### src/rtl/sysid_ctrl_pkg.sv
// Shared types and default constants for the system-ID check controller.
// Holds the FSM state encoding, result flag bundle and counter sizing helper.
package sysid_ctrl_pkg;

  localparam logic [31:0] DEFAULT_EXPECTED_ID  = 32'd49153;
  localparam logic [31:0] DEFAULT_EXPECTED_TS  = 32'd1531293970;
  localparam int unsigned DEFAULT_WAIT_TIMEOUT = 255;
  localparam int unsigned DEFAULT_MAX_RETRY    = 3;

  typedef enum logic [2:0] {
    ST_IDLE  = 3'd0,
    ST_RD_ID = 3'd1,
    ST_RD_TS = 3'd2,
    ST_CHECK = 3'd3,
    ST_RETRY = 3'd4
  } state_e;

  typedef struct packed {
    logic id_ok;
    logic ts_ok;
    logic match;
    logic timeout_err;
  } result_t;

  // Width of a counter that must hold values 0..max_count.
  function automatic int unsigned cnt_width(input int unsigned max_count);
    return (max_count < 2) ? 1 : $clog2(max_count + 1);
  endfunction

endpackage

### src/rtl/sysid_check_ctrl.sv
// Reads the sysid slave (ID word, then optional build timestamp), compares
// against the expected build values and reports match / mismatch / timeout.
module sysid_check_ctrl
  import sysid_ctrl_pkg::*;
#(
  parameter logic [31:0] EXPECTED_ID  = DEFAULT_EXPECTED_ID,
  parameter logic [31:0] EXPECTED_TS  = DEFAULT_EXPECTED_TS,
  parameter bit          CHECK_TS     = 1'b1,
  parameter int unsigned WAIT_TIMEOUT = DEFAULT_WAIT_TIMEOUT,
  parameter int unsigned MAX_RETRY    = DEFAULT_MAX_RETRY
) (
  input  logic        clock_i,
  input  logic        reset_i,
  input  logic        start_i,
  output logic        avm_address_o,
  output logic        avm_read_o,
  input  logic [31:0] avm_readdata_i,
  input  logic        avm_waitrequest_i,
  output logic        busy_o,
  output logic        done_o,
  output logic        id_ok_o,
  output logic        ts_ok_o,
  output logic        match_o,
  output logic        timeout_err_o,
  output logic [31:0] id_value_o,
  output logic [31:0] ts_value_o
);

  localparam int unsigned WAIT_W = cnt_width(WAIT_TIMEOUT);
  localparam int unsigned ATT_W  = cnt_width(MAX_RETRY);

  // Last count value before the abort fires; the read stays up WAIT_TIMEOUT cycles.
  localparam logic [WAIT_W-1:0] WAIT_LAST = WAIT_W'(WAIT_TIMEOUT - 1);
  localparam logic [ATT_W-1:0]  ATT_LAST  = ATT_W'(MAX_RETRY - 1);

  state_e            state_q, state_d;
  logic              pending_q, pending_d;
  logic              tmo_q, tmo_d;
  logic              done_q, done_d;
  logic [WAIT_W-1:0] wait_cnt_q, wait_cnt_d;
  logic [ATT_W-1:0]  attempt_q, attempt_d;
  logic [31:0]       id_value_q, id_value_d;
  logic [31:0]       ts_value_q, ts_value_d;
  result_t           result_q, result_d;
  logic              accept;

  assign avm_read_o    = (state_q == ST_RD_ID) || (state_q == ST_RD_TS);
  assign avm_address_o = (state_q == ST_RD_TS);
  assign busy_o        = (state_q != ST_IDLE);
  assign accept        = avm_read_o && !avm_waitrequest_i;

  always_comb begin
    // NOTE: every signal gets its hold value first so no path infers a latch.
    state_d    = state_q;
    pending_d  = pending_q;
    tmo_d      = tmo_q;
    done_d     = 1'b0;
    wait_cnt_d = wait_cnt_q;
    attempt_d  = attempt_q;
    id_value_d = id_value_q;
    ts_value_d = ts_value_q;
    result_d   = result_q;

    unique case (state_q)
      ST_IDLE: begin
        // A start arriving alongside the done pulse is deliberately dropped.
        if ((pending_q || start_i) && !done_q) begin
          state_d   = ST_RD_ID;
          pending_d = 1'b0;
        end
      end

      ST_RD_ID, ST_RD_TS: begin
        if (accept) begin
          wait_cnt_d = '0;
          if (state_q == ST_RD_ID) begin
            id_value_d = avm_readdata_i;
            state_d    = CHECK_TS ? ST_RD_TS : ST_CHECK;
          end else begin
            ts_value_d = avm_readdata_i;
            state_d    = ST_CHECK;
          end
        end else if (wait_cnt_q == WAIT_LAST) begin
          wait_cnt_d = '0;
          state_d    = ST_RETRY;
        end else begin
          wait_cnt_d = wait_cnt_q + WAIT_W'(1);
        end
      end

      ST_RETRY: begin
        attempt_d = attempt_q + ATT_W'(1);
        if (attempt_q == ATT_LAST) begin
          tmo_d   = 1'b1;
          state_d = ST_CHECK;
        end else begin
          state_d = ST_RD_ID;
        end
      end

      ST_CHECK: begin
        result_d.id_ok       = (id_value_q == EXPECTED_ID) && !tmo_q;
        result_d.ts_ok       = (!CHECK_TS || (ts_value_q == EXPECTED_TS)) && !tmo_q;
        result_d.match       = result_d.id_ok && result_d.ts_ok;
        result_d.timeout_err = tmo_q;
        done_d               = 1'b1;
        attempt_d            = '0;
        tmo_d                = 1'b0;
        state_d              = ST_IDLE;
      end

      default: state_d = ST_IDLE;
    endcase
  end

  // NOTE: sequential state uses non-blocking assignments only.
  always_ff @(posedge clock_i) begin
    if (reset_i) begin
      state_q    <= ST_IDLE;
      pending_q  <= 1'b1;
      tmo_q      <= 1'b0;
      done_q     <= 1'b0;
      wait_cnt_q <= '0;
      attempt_q  <= '0;
      id_value_q <= '0;
      ts_value_q <= '0;
      result_q   <= '0;
    end else begin
      state_q    <= state_d;
      pending_q  <= pending_d;
      tmo_q      <= tmo_d;
      done_q     <= done_d;
      wait_cnt_q <= wait_cnt_d;
      attempt_q  <= attempt_d;
      id_value_q <= id_value_d;
      ts_value_q <= ts_value_d;
      result_q   <= result_d;
    end
  end

  assign done_o        = done_q;
  assign id_ok_o       = result_q.id_ok;
  assign ts_ok_o       = result_q.ts_ok;
  assign match_o       = result_q.match;
  assign timeout_err_o = result_q.timeout_err;
  assign id_value_o    = id_value_q;
  assign ts_value_o    = ts_value_q;

endmodule
### config.mk
export PLATFORM = sky130hd
export DESIGN_NAME = sysid_check_ctrl
export DESIGN_NICKNAME = d
export VERILOG_FILES = /design/src/rtl/sysid_ctrl_pkg.sv /design/src/rtl/sysid_check_ctrl.sv
export SDC_FILE = /design/constraint.sdc
export NUM_CORES = 1
export LEC_CHECK = 0
export ABC_CLOCK_PERIOD_IN_PS = 1830
export CAP_MARGIN = 20
export CORE_MARGIN = 4
export CORE_UTILIZATION = 35
export DETAILED_ROUTE_END_ITERATION = 6
export GPL_TIMING_DRIVEN = 0
export PLACE_DENSITY_LB_ADDON = 0.12
export RECOVER_POWER = 25
export SLEW_MARGIN = 20
export SYNTH_ARGS = -nofsm -noshare
export SYNTH_HDL_FRONTEND = slang
export SYNTH_SLANG_ARGS = --single-unit
### constraint.sdc
create_clock -name clock_i -period 1.83 [get_ports clock_i]
set_clock_uncertainty 0.1 [all_clocks]
set_input_delay 0.366 -clock clock_i [delete_from_list [all_inputs] [get_ports clock_i]]
set_output_delay 0.366 -clock clock_i [all_outputs]
set_load 0.02 [all_outputs]
==> impl_metrics.py <==
metrics = {
    "cells_and_area": {
        "fin_nets": 584,
        "fin_cells": 678,
        "fillCellCount": 962,
        "syn2layout_area_growth_pct": 47.81,
        "fin_util_pct": 53.79,
        "layout-drive-gt1-share_pct": 9.290,
        "multi_input_area_sq_um": 1589,
        "seq_area_sq_um": 1692,
        "antenna_cells": 0,
    },
    "timing": {
        "fmax_ghz": 0.5465,
        "fin_crit_sh_pct": 99.99,
        "finalSetupTns_ps": 0,
        "rsz0062_at_grt": "true",
        "hold_violations": 0,
        "drv_slew": 0,
        "setup_viol": 0,
        "whs_ps": 365.9,
        "final.setup.worst_slack_ps": 0.2106,
        "relSlewSlack_pct": 62.69,
        "worst_pin_slew_ps": 551.9,
        "layout_min_cycle_time_ps": 1830,
    },
    "place": {
        "dp_hpwl_microns": 7847,
        "pre_cts_slack_ps": -443.8,
        "port_buffers": 106,
        "routabilityCongestion": 0.8239,
        "placedCellCount": 659,
    },
    "critical_path": {
        "crit_type": "flop to output port",
        "cp_cell_sequence": "buf_8 -> or3_4 -> buf_6",
        "critPathRequiredTime_ps": 1360,
        "cp_slowest_cell": "or3_4",
        "cpPeakStageDelay_ps": 380,
        "crit_buf_inv": 2,
        "start_kind": "flop",
        "critPathCaptureType": "output port",
        "cp.arrival_ps": 1360,
        "path_max_fanout": 10,
        "critPathTopFamily": "simple AND/OR/NAND/NOR gates",
    },
    "synthesis": {
        "ys_types": 50,
        "syn_inst": 424,
        "synth.top_cell.area_share_pct": 49.54,
        "ys_seq_area_share_pct": 49.54,
        "synth_top_area_cell": "dfxtp_1",
        "synth_area_sq_um": 3395,
        "yosysMostFrequentCell": "nand2_1",
        "synth_edf_count": 0,
        "syn_nets": 463,
        "postSynthAreaPerCell_sq_um": 8.006,
        "synth-seq-cells": 84,
        "synth_area_leaders": "dfxtp_1 50%, nand2_1 15%, a21oi_1 10%",
        "async_flop_share_pct": 0,
        "ys_top_cells_by_count": "139 x nand2_1, 84 x dfxtp_1, 69 x a21oi_1",
        "ys_warn_count": 0,
        "synth_flop_cell": "dfxtp_1",
    },
    "global_route": {
        "grt_use_total_pct": 18.58,
        "grt_pass1_wl_microns": 16730,
        "grt_pass1_vias": 3274,
        "grt_max_degree": 14,
        "antenna_found_initial": 0,
        "overflow": 0,
    },
    "route": {
        "postRouteWirelength_microns": 10700,
        "ant_nets": 0,
        "num_vias": 3402,
        "first_pass_iters": 4,
        "drc_errors": 0,
        "wl_per_cell_microns": 15.79,
        "viasPerCell": 5.018,
        "initialDrtViolationCount": 116,
    },
    "die": {
        "rows": 35,
        "dieArea_sq_um": 11340,
        "dieWidth_microns": 106.5,
        "initial_utilization_pct": 36.39,
        "coreArea_sq_um": 9328,
        "fp.dieH_microns": 106.5,
        "ios": 108,
    },
    "flow_run": {
        "drv_cap": 0,
    },
    "clock_tree": {
        "htreeDepth": 3,
        "clockBufferDepth": 2,
        "numCtsBuffers": 9,
        "clock_sinks": 84,
        "path_clk_slew_ps": 80,
        "cts-root-buf": "clkbuf_8",
        "clk_latency_ps": 360,
        "tritoncts": "yes",
    },
    "worst_hold_path": {
        "hp-class": "flop to flop",
    },
    "outcome": {
        "status": "completed",
    },
    "power": {
        "power.density_nw_per_um2": 1099,
        "ir_worst_vdd_uv": 506.4,
        "leakage_nw": 2.595,
    },
}
sequential cells by signal, indices dropped and copies added (netlist names):
name / flops
done_o: 1
tmo_q: 1
match_o: 1
pending_q: 1
attempt_q: 2
timeout_err_o: 1
ts_ok_o: 1
id_value_o: 32
state_q: 3
wait_cnt_q: 8
id_ok_o: 1
ts_value_o: 32
cell families (layout without fill, tap and decap cells):
logic type      after synthesis  count (layout)  share of synthesized area [%]
fa+ha+maj                     3               3                          1.106
buf+inv                      31             156                          4.091
simple gates                207             207                          28.49
flops                        84              84                          49.54
compound gates               95              95                          15.74
xor+xnor                      4               4                          1.032
report_power, final:
| group | leakage (nW) | switching [mW] | internal, mW |
|---|---|---|---|
| clock | 0.116 | 0.674 | 0.938 |
| combinational | 1.80 | 0.995 | 0.723 |
| sequential | 0.683 | 0.157 | 2.03 |
| total | 2.59 | 1.83 | 3.69 |
path summary, 6_finish.rpt:
| path | start | to | slack [ps] | cells after the start |
|---|---|---|---|---|
| worst max-delay path | state_q[1] | busy_o | 0.2 | 3 |
| worst min-delay path | pending_q | pending_q | 370 | 2 |
| worst max register to register | ts_value_o[1] | ts_ok_o | 40 | 4 |
| worst min register to register | pending_q | pending_q | 370 | 2 |
final cells by class:
class | count | share of cell area (%)
sequential | 84 | 33.72
clock inverter | 4 | 1.945
tap | 129 | 3.217
clock buffer | 11 | 2.818
multi-input combinational | 309 | 31.67
inverter | 5 | 0.3741
timing repair buffer | 111 | 23.54
buffer | 25 | 2.718
metrics by stage:
stage	area [sq um]	total power [mW]
floorplan	3395	3.153
global placement	4617	3.855
detailed placement	4617	3.870
CTS	4866	5.514
global route	5017	5.794
finish	5017	5.513
worst min-delay path, stage by stage, from the launching register on:
cell     delay [ps]
dfxtp_1         310
o21ai_0          70
nand2_1          50
cells in the final DEF, fill, tap and decap left out, drive strengths merged, types with 3 or more instances in the layout:
cell type and n:
or4 4, ha 3, nand3 7, nor4 9
dlygate4sd2 19, clkbuf 27, xnor2 3, inv 5
a21oi 70, nand3b 3, nor3 5, nor4b 3
dlymetal6s2s 45, or3 3, nand4 5, nand2 139
clkdlybuf4s50 39, o21ai 6, buf 17, nor2 14
bufinv 3, dfxtp 84
repair_timing:
item,in CTS,in global routing
hold buffers,0,0
setup endpoints to repair,68,106
pin swaps,2,2
gates resized for setup,47,55
setup buffers,1,4
per-layer routing:
layer,global-route usage (%),wire (microns),part of all wire (%)
met2,30.18,5143,48
met3,4.979,728,6.8
met1,23.95,4778,45
met5,0,0,0
met4,6.119,54,0.50
(Power assumes the default switching activity.)
